File: config.mk
export PLATFORM = sky130hd
export DESIGN_NAME = main_fsm
export DESIGN_NICKNAME = d
export VERILOG_FILES = /design/src/rtl/main_fsm.sv
export SDC_FILE = /design/constraint.sdc
export NUM_CORES = 1
export LEC_CHECK = 0
export CAP_MARGIN = 10
export CORE_MARGIN = 4
export CORE_UTILIZATION = 44
export CTS_CLUSTER_DIAMETER = 40
export DETAILED_ROUTE_END_ITERATION = 6
export PLACE_DENSITY = 0.9
export SLEW_MARGIN = 0
export SYNTH_ARGS = -nofsm -noshare
export SYNTH_HDL_FRONTEND = slang
export SYNTH_SLANG_ARGS = --single-unit
File: constraint.sdc
create_clock -name clk -period 2.96 [get_ports clk]
set_clock_uncertainty 0.2 [all_clocks]
set_input_delay 0.444 -clock clk [delete_from_list [all_inputs] [get_ports clk]]
set_output_delay 0.444 -clock clk [all_outputs]
set_load 0.005 [all_outputs]
File: src/rtl/main_fsm.sv
// Multicycle RV32I control FSM: fetch/decode/execute/writeback sequencing with a req/ready memory stall.
// Optional macro ILLEGAL_INSTR_EN adds an absorbing ILLEGAL state and the o_illegal_instr output.
module main_fsm #(
  parameter int OPCODE_WIDTH = 7,
  parameter int SEL_WIDTH    = 2
) (
  input  logic                    clk,
  input  logic                    rst,
  input  logic [OPCODE_WIDTH-1:0] i_opcode,
  input  logic                    i_branch_taken,
  input  logic                    i_mem_ready,
  output logic                    o_mem_req,
  output logic                    o_mem_write_en,
  output logic                    o_adr_src,
  output logic                    o_instr_write_en,
  output logic                    o_pc_write,
  output logic                    o_reg_write_en,
  output logic [SEL_WIDTH-1:0]    o_alu_src_a,
  output logic [SEL_WIDTH-1:0]    o_alu_src_b,
  output logic [SEL_WIDTH-1:0]    o_result_src,
  output logic [1:0]              o_alu_op,
  output logic [3:0]              o_dbg_state
`ifdef ILLEGAL_INSTR_EN
  , output logic                  o_illegal_instr
`endif
);

  // Memory handshake: o_mem_req stays high in FETCH/MEMREAD/MEMWRITE until a cycle
  // with i_mem_ready high; that cycle completes the access and the FSM moves on.
  typedef enum logic [3:0] {
    FETCH    = 4'd0,
    DECODE   = 4'd1,
    MEMADR   = 4'd2,
    MEMREAD  = 4'd3,
    MEMWB    = 4'd4,
    MEMWRITE = 4'd5,
    EXECUTER = 4'd6,
    EXECUTEI = 4'd7,
    LUI      = 4'd8,
    AUIPC    = 4'd9,
    ALUWB    = 4'd10,
    BRANCH   = 4'd11,
    JAL      = 4'd12,
    JALR1    = 4'd13,
    JALR2    = 4'd14
`ifdef ILLEGAL_INSTR_EN
    , ILLEGAL = 4'd15
`endif
  } state_t;

  localparam logic [OPCODE_WIDTH-1:0] OP_LOAD   = OPCODE_WIDTH'(7'b0000011);
  localparam logic [OPCODE_WIDTH-1:0] OP_STORE  = OPCODE_WIDTH'(7'b0100011);
  localparam logic [OPCODE_WIDTH-1:0] OP_RTYPE  = OPCODE_WIDTH'(7'b0110011);
  localparam logic [OPCODE_WIDTH-1:0] OP_ITYPE  = OPCODE_WIDTH'(7'b0010011);
  localparam logic [OPCODE_WIDTH-1:0] OP_BRANCH = OPCODE_WIDTH'(7'b1100011);
  localparam logic [OPCODE_WIDTH-1:0] OP_JAL    = OPCODE_WIDTH'(7'b1101111);
  localparam logic [OPCODE_WIDTH-1:0] OP_JALR   = OPCODE_WIDTH'(7'b1100111);
  localparam logic [OPCODE_WIDTH-1:0] OP_LUI    = OPCODE_WIDTH'(7'b0110111);
  localparam logic [OPCODE_WIDTH-1:0] OP_AUIPC  = OPCODE_WIDTH'(7'b0010111);

  localparam logic [SEL_WIDTH-1:0] SEL_IN1 = SEL_WIDTH'(0);
  localparam logic [SEL_WIDTH-1:0] SEL_IN2 = SEL_WIDTH'(1);
  localparam logic [SEL_WIDTH-1:0] SEL_IN3 = SEL_WIDTH'(2);

  localparam logic [1:0] ALU_ADD   = 2'b00;
  localparam logic [1:0] ALU_BRCMP = 2'b01;
  localparam logic [1:0] ALU_FUNCT = 2'b10;
  localparam logic [1:0] ALU_PASSB = 2'b11;

  state_t state_q, state_d;

  always_ff @(posedge clk) begin
    state_q <= state_d;
  end

  always_comb begin
    state_d          = state_q;
    o_mem_req        = 1'b0;
    o_mem_write_en   = 1'b0;
    o_adr_src        = 1'b0;
    o_instr_write_en = 1'b0;
    o_pc_write       = 1'b0;
    o_reg_write_en   = 1'b0;
    o_alu_src_a      = SEL_IN1;
    o_alu_src_b      = SEL_IN1;
    o_result_src     = SEL_IN1;
    o_alu_op         = ALU_ADD;
`ifdef ILLEGAL_INSTR_EN
    o_illegal_instr  = 1'b0;
`endif

    case (state_q)
      FETCH: begin
        o_mem_req    = 1'b1;
        o_alu_src_b  = SEL_IN3;
        o_result_src = SEL_IN3;
        if (i_mem_ready) begin
          o_instr_write_en = 1'b1;
          o_pc_write       = 1'b1;
          state_d          = DECODE;
        end
      end
      DECODE: begin
        o_alu_src_a = SEL_IN2;
        o_alu_src_b = SEL_IN2;
        case (i_opcode)
          OP_LOAD, OP_STORE: state_d = MEMADR;
          OP_RTYPE:          state_d = EXECUTER;
          OP_ITYPE:          state_d = EXECUTEI;
          OP_BRANCH:         state_d = BRANCH;
          OP_JAL:            state_d = JAL;
          OP_JALR:           state_d = JALR1;
          OP_LUI:            state_d = LUI;
          OP_AUIPC:          state_d = AUIPC;
`ifdef ILLEGAL_INSTR_EN
          default:           state_d = ILLEGAL;
`else
          default:           state_d = FETCH;
`endif
        endcase
      end
      MEMADR: begin
        o_alu_src_a = SEL_IN3;
        o_alu_src_b = SEL_IN2;
        state_d     = (i_opcode == OP_STORE) ? MEMWRITE : MEMREAD;
      end
      MEMREAD: begin
        o_mem_req = 1'b1;
        o_adr_src = 1'b1;
        if (i_mem_ready) state_d = MEMWB;
      end
      MEMWB: begin
        o_result_src   = SEL_IN2;
        o_reg_write_en = 1'b1;
        state_d        = FETCH;
      end
      MEMWRITE: begin
        o_mem_req      = 1'b1;
        o_mem_write_en = 1'b1;
        o_adr_src      = 1'b1;
        if (i_mem_ready) state_d = FETCH;
      end
      EXECUTER: begin
        o_alu_src_a = SEL_IN3;
        o_alu_op    = ALU_FUNCT;
        state_d     = ALUWB;
      end
      EXECUTEI: begin
        o_alu_src_a = SEL_IN3;
        o_alu_src_b = SEL_IN2;
        o_alu_op    = ALU_FUNCT;
        state_d     = ALUWB;
      end
      LUI: begin
        o_alu_src_b = SEL_IN2;
        o_alu_op    = ALU_PASSB;
        state_d     = ALUWB;
      end
      AUIPC: begin
        o_alu_src_a = SEL_IN2;
        o_alu_src_b = SEL_IN2;
        state_d     = ALUWB;
      end
      ALUWB: begin
        o_reg_write_en = 1'b1;
        state_d        = FETCH;
      end
      BRANCH: begin
        o_alu_src_a = SEL_IN3;
        o_alu_op    = ALU_BRCMP;
        o_pc_write  = i_branch_taken;
        state_d     = FETCH;
      end
      JAL: begin
        // PC takes the target precomputed in DECODE while the ALU forms OldPC+4 for rd.
        o_alu_src_a = SEL_IN2;
        o_alu_src_b = SEL_IN3;
        o_pc_write  = 1'b1;
        state_d     = ALUWB;
      end
      JALR1: begin
        o_alu_src_a = SEL_IN3;
        o_alu_src_b = SEL_IN2;
        state_d     = JALR2;
      end
      JALR2: begin
        o_alu_src_a = SEL_IN2;
        o_alu_src_b = SEL_IN3;
        o_pc_write  = 1'b1;
        state_d     = ALUWB;
      end
`ifdef ILLEGAL_INSTR_EN
      ILLEGAL: begin
        o_illegal_instr = 1'b1;
        state_d         = ILLEGAL;
      end
`endif
      default: state_d = FETCH;
    endcase

    // Reset aborts any access in flight: no enables fire, selects park on FETCH values.
    if (rst) begin
      state_d          = FETCH;
      o_mem_req        = 1'b0;
      o_mem_write_en   = 1'b0;
      o_adr_src        = 1'b0;
      o_instr_write_en = 1'b0;
      o_pc_write       = 1'b0;
      o_reg_write_en   = 1'b0;
      o_alu_src_a      = SEL_IN1;
      o_alu_src_b      = SEL_IN3;
      o_result_src     = SEL_IN3;
      o_alu_op         = ALU_ADD;
`ifdef ILLEGAL_INSTR_EN
      o_illegal_instr  = 1'b0;
`endif
    end
  end

  assign o_dbg_state = state_q;

endmodule

== Word-level counts from Yosys, hierarchy flattened ==
Index checks and enable logic that the tools add are counted.
Word-level totals
  word-level logic and storage cells: 67
  input bits: 11
  register bits after elaboration: 4
  output and inout bits: 18
Operators by class
  mux-type cells: 27
  reduce and logical (&&, ||, !) cells: 13
  eq/ne operators: 26
Operators with widths (count)
  one-hot mux 4 bit (8 select lines): 1
  equality test 4 bit (second input constant): 7
  one-hot mux 4 bit (7 select lines): 1
  equality test 7 x 6 -> 1 bit (second input constant): 3
  equality test 7 bit (second input constant): 3
  equality test 4 x 3 -> 1 bit (second input constant): 4
  equality test 7 x 5 -> 1 bit (second input constant): 2
  2-to-1 mux 1 bit: 12
  2-to-1 mux 4 bit: 3
  one-hot mux 2 bit (2 select lines): 3
  OR reduction 6 bit: 2
  OR reduction 2 bit: 5
  equality test 4 x 2 -> 1 bit (second input constant): 2
  2-to-1 mux 2 bit: 4
  equality test 7 x 2 -> 1 bit (second input constant): 1
  inequality test 2 bit (second input constant): 3
  one-hot mux 2 bit (3 select lines): 1
  OR reduction 3 bit: 2
  OR reduction 5 bit: 1
  equality test 4 x 1 -> 1 bit (second input constant): 1
  zero test 4 bit: 1
  OR reduction 4 bit: 1
  2-to-1 mux 3 bit: 1
  one-hot mux 1 bit (3 select lines): 1
  AND reduction 3 bit: 1

== Logic depth before layout (Yosys ltp) ==
  depth after elaboration: 4
  mapped depth: 6

== Least setup slack after synthesis ==
No wires, ideal clock.
  path kind: input to output
  start point: in rst
  end point: out o_alu_src_b[1]
  required time: 2.316 ns
  stages: 3
  data arrival time: 1.173 ns
  buffers on the path: 2
  slack: 1.143 ns
  cells stage by stage: clkbuf_1 > buf_1 > o21bai_1
On the way
  cells in the longest elaborated chain, start to end: 1
RTL lines
  from (decl): RTL line 8  | input logic rst,
  2-to-1 mux 2 bit: RTL line 202  | if (rst) begin
  to (decl): RTL line 19  | output logic [SEL_WIDTH-1:0] o_alu_src_b,
Every way passes these cells.

== Worst setup path after layout ==
  start point: reg state_q[1], in the netlist o_dbg_state[1]
  end point: out o_pc_write
On the way
  cells in the longest elaborated chain, start to end: 4
  elaborated cells between the ends (all ways): 7
  classes of those cells: eq/ne (3); mux (2); reduce/logical (2)
RTL lines
  from (decl): RTL line 70  | state_t state_q, state_d;
  from (signal assigned): RTL line 73  | state_q <= state_d;
  equality test 4 bit: RTL line 92  | case (state_q)
  OR reduction 2 bit (no source line)
  one-hot mux 1 bit (3 select lines) *: RTL line 92
  2-to-1 mux 1 bit *: RTL line 202
  to (decl): RTL line 16  | output logic o_pc_write,
Mark *: on every way between the ends. The rest lies on a longest branch, timed or not.

==> flow_metrics.tcl <==
set metrics [dict create \
    wl_um 1843 \
    clk_latency_ns 0.24 \
    ant_nets 0 \
    multi_input_area_sq_um 513.0 \
    syn-cell-area_sq_um 648.1 \
    ff_latch_area_sq_um 80.08 \
    diodes 0 \
    fin_crit_sh_pct 89.37 \
    viasPerCell 5.957 \
    yosysWarnings 0 \
    synth_nets 110 \
    tightest_slew_ns 0.6592 \
    grt_pass1_vias 719 \
    row_count 13 \
    wl_per_cell_um 13.26 \
    fill_cells 119 \
    yosysSeqAreaShare_pct 12.36 \
    cts_resized 0 \
    drc 0 \
    numCtsBuffers 3 \
    synth_cell_types 40 \
    ctsHoldBuffers 0 \
    switching_share_pct 43.79 \
    synthToLayoutAreaGrowth_pct 45.75 \
    required_ns 2.32 \
    ys_async_sr_fraction_pct 0 \
    hold_viol 0 \
    end_kind "output port" \
    postCtsSetupBuffers 0 \
    grt_usage_pct 18.77 \
    timing.slew.headroom_pct 55.99 \
    cts_tree "done" \
    dr_total_vias 828 \
    crit_path_max_fanout 16 \
    p_seq_share_pct 21.4 \
    setup_ws_ns 0.3146 \
    fin_hold_ws_ns 0.5568 \
    timing.rr.start "o_dbg_state[2]$_SDFFE_PP0P_" \
    syn_inst 99 \
    worstPathArrival_ns 2.00 \
    clock_power_share_pct 11.8 \
    cap_violations 0 \
    initial_core_util_pct 48.01 \
    p_per_area_nw_per_um2 603.7 \
    period_needed_ns 2.645 \
    p_comb_share_pct 66.7 \
    grt-ovfl-total 0 \
    holdPathStages 3 \
    p_int_uw 320.6 \
    drt_iter0_markers 19 \
    h-tree-depth 1 \
    root_buffer "clkbuf_4" \
    synth_seq_cells 4 \
    place_hpwl_um 1418 \
    status "complete, no violations" \
    yosys-top-cells-area "dfxtp_1 12%, nor3_1 7.7%, nand2_1 5.8%" \
    largest_register_ffs 4 \
    fp.dieH_um 46.38 \
    r2r_cells 5 \
    antenna_found_initial 0 \
    grt_pass1_wl_um 2960 \
    ir_drop_uv 341.5 \
    cts.sinks 4 \
    rsz0062_at_grt "no" \
    setup.worst_path.class "reg2out" \
    fmax_mhz 378.0 \
    cts.clk_slew.worst_paths_ns 0.04 \
    p_leak_uw 0.0003196 \
    core_area_sq_um 1350 \
    synth_area_leader_cell "dfxtp_1" \
    cts_max_path_buffers 2 \
    start_kind "flip-flop" \
    startpoint "o_dbg_state[1]$_SDFFE_PP0P_" \
    pre_cts_ws_ns 0.4012 \
    synthFlopType "dfxtp_1" \
    netSwitchingPower_uw 249.7 \
    port_buffers 28 \
    drtPass1Iterations 4 \
    hp-start "o_dbg_state[0]$_SDFFE_PP0P_" \
    synth_top_area_share_pct 12.36 \
    ys_top_cells_by_count "10 x nand2_1, 10 x nor2_1, 10 x nor3_1, 6 x o21ai_0" \
    ios 29 \
    hold_class "reg2reg" \
    die_area_sq_um 2151 \
    drive_above_1_share_pct 8.871 \
    synth_edf_count 0 \
    syn_avg_cell_area_sq_um 6.547 \
    tns_ns 0 \
    totalPowerFinal_uw 570.3 \
    final_nets 137 \
    setup_viol_count_final 0 \
    die_w_um 46.38 \
    grt_max_degree 23 \
    final_max_slew_viol_count 0 \
    gp_congestion 0.7603 \
]
layout make-up:
cell class	instances	share of cell area, %
repair buffers	31	32.05
inverters	2	0.7947
flip-flops and latches	4	8.477
well taps	15	1.987
multi-input cells	84	54.30
clock buffers	3	2.384
critical path: stages, from the launching register on:
cell	delay (ns)
dfxtp_1	0.67
nand2b_1	0.17
o21ai_0	0.22
a32oi_1	0.08
nor2_1	0.11
clkdlybuf4s50_1	0.51
logic make-up (layout without fill, tap and decap cells):
logic type,count (synthesis),count (layout),share of synthesized area [%]
DFF,4,4,12.36
buffers and inverters,11,36,8.494
xor gates and xnor gates,3,3,4.055
and+or+nand+nor,53,53,45.18
AOI/OAI and AO/OA,28,28,29.92
metal layers:
layer	global-route usage [%]	routed length, um	up-vias
met1	21.97	774	379
li1	-	-	415
met2	31.59	913	30
met4	11.93	36	0
met5	0	0	-
met3	2.344	119	4
through the flow:
step	cells	utilization, %	area (sq um)
after global placement	136	68.30	922.1
after CTS	139	69.97	944.7
after floorplan	99	-	648.1
after detailed placement	136	68.30	922.1
final	139	69.97	944.7
after global routing	139	69.97	944.7
power by group through the flow:
stage	logic, uW	clock network (uW)	registers [uW]
2_1_floorplan	267	0	84.9
3_3_place_gp	370	0	120
3_5_place_dp	380	0	122
4_1_cts	382	70.6	121
5_1_grt	424	75.2	127
6_report	381	67.4	122
final timing paths:
path	endpoint	slack [ns]
setup / recovery	o_pc_write	0.31
hold reg to reg	o_dbg_state[0]$_SDFFE_PP0P_	0.56
hold / removal	o_dbg_state[0]$_SDFFE_PP0P_	0.56
setup reg to reg	o_dbg_state[2]$_SDFFE_PP0P_	1.19
cells in the final DEF, fill, tap and decap left out, drive strengths merged:
cell type	netlist	final
a211oi	2	2
a21boi	1	1
a21o	2	2
a21oi	3	3
a221o	1	1
a221oi	1	1
a22oi	1	1
a31oi	2	2
a32oi	2	2
and3	1	1
buf	8	3
clkbuf	1	3
clkdlybuf4s50	0	28
dfxtp	4	4
inv	2	2
nand2	10	10
nand2b	6	6
nand3	3	3
nand3b	1	1
nand4	1	1
nor2	10	10
nor2b	3	3
nor3	11	11
nor3b	2	2
nor4	1	1
nor4b	2	2
o21ai	9	9
o21bai	1	1
o22ai	1	1
o2bb2ai	1	1
o31ai	1	1
or2	1	1
or4b	1	1
xnor2	2	2
xor2	1	1
No activity file was read; power rests on OpenSTA's default activity.
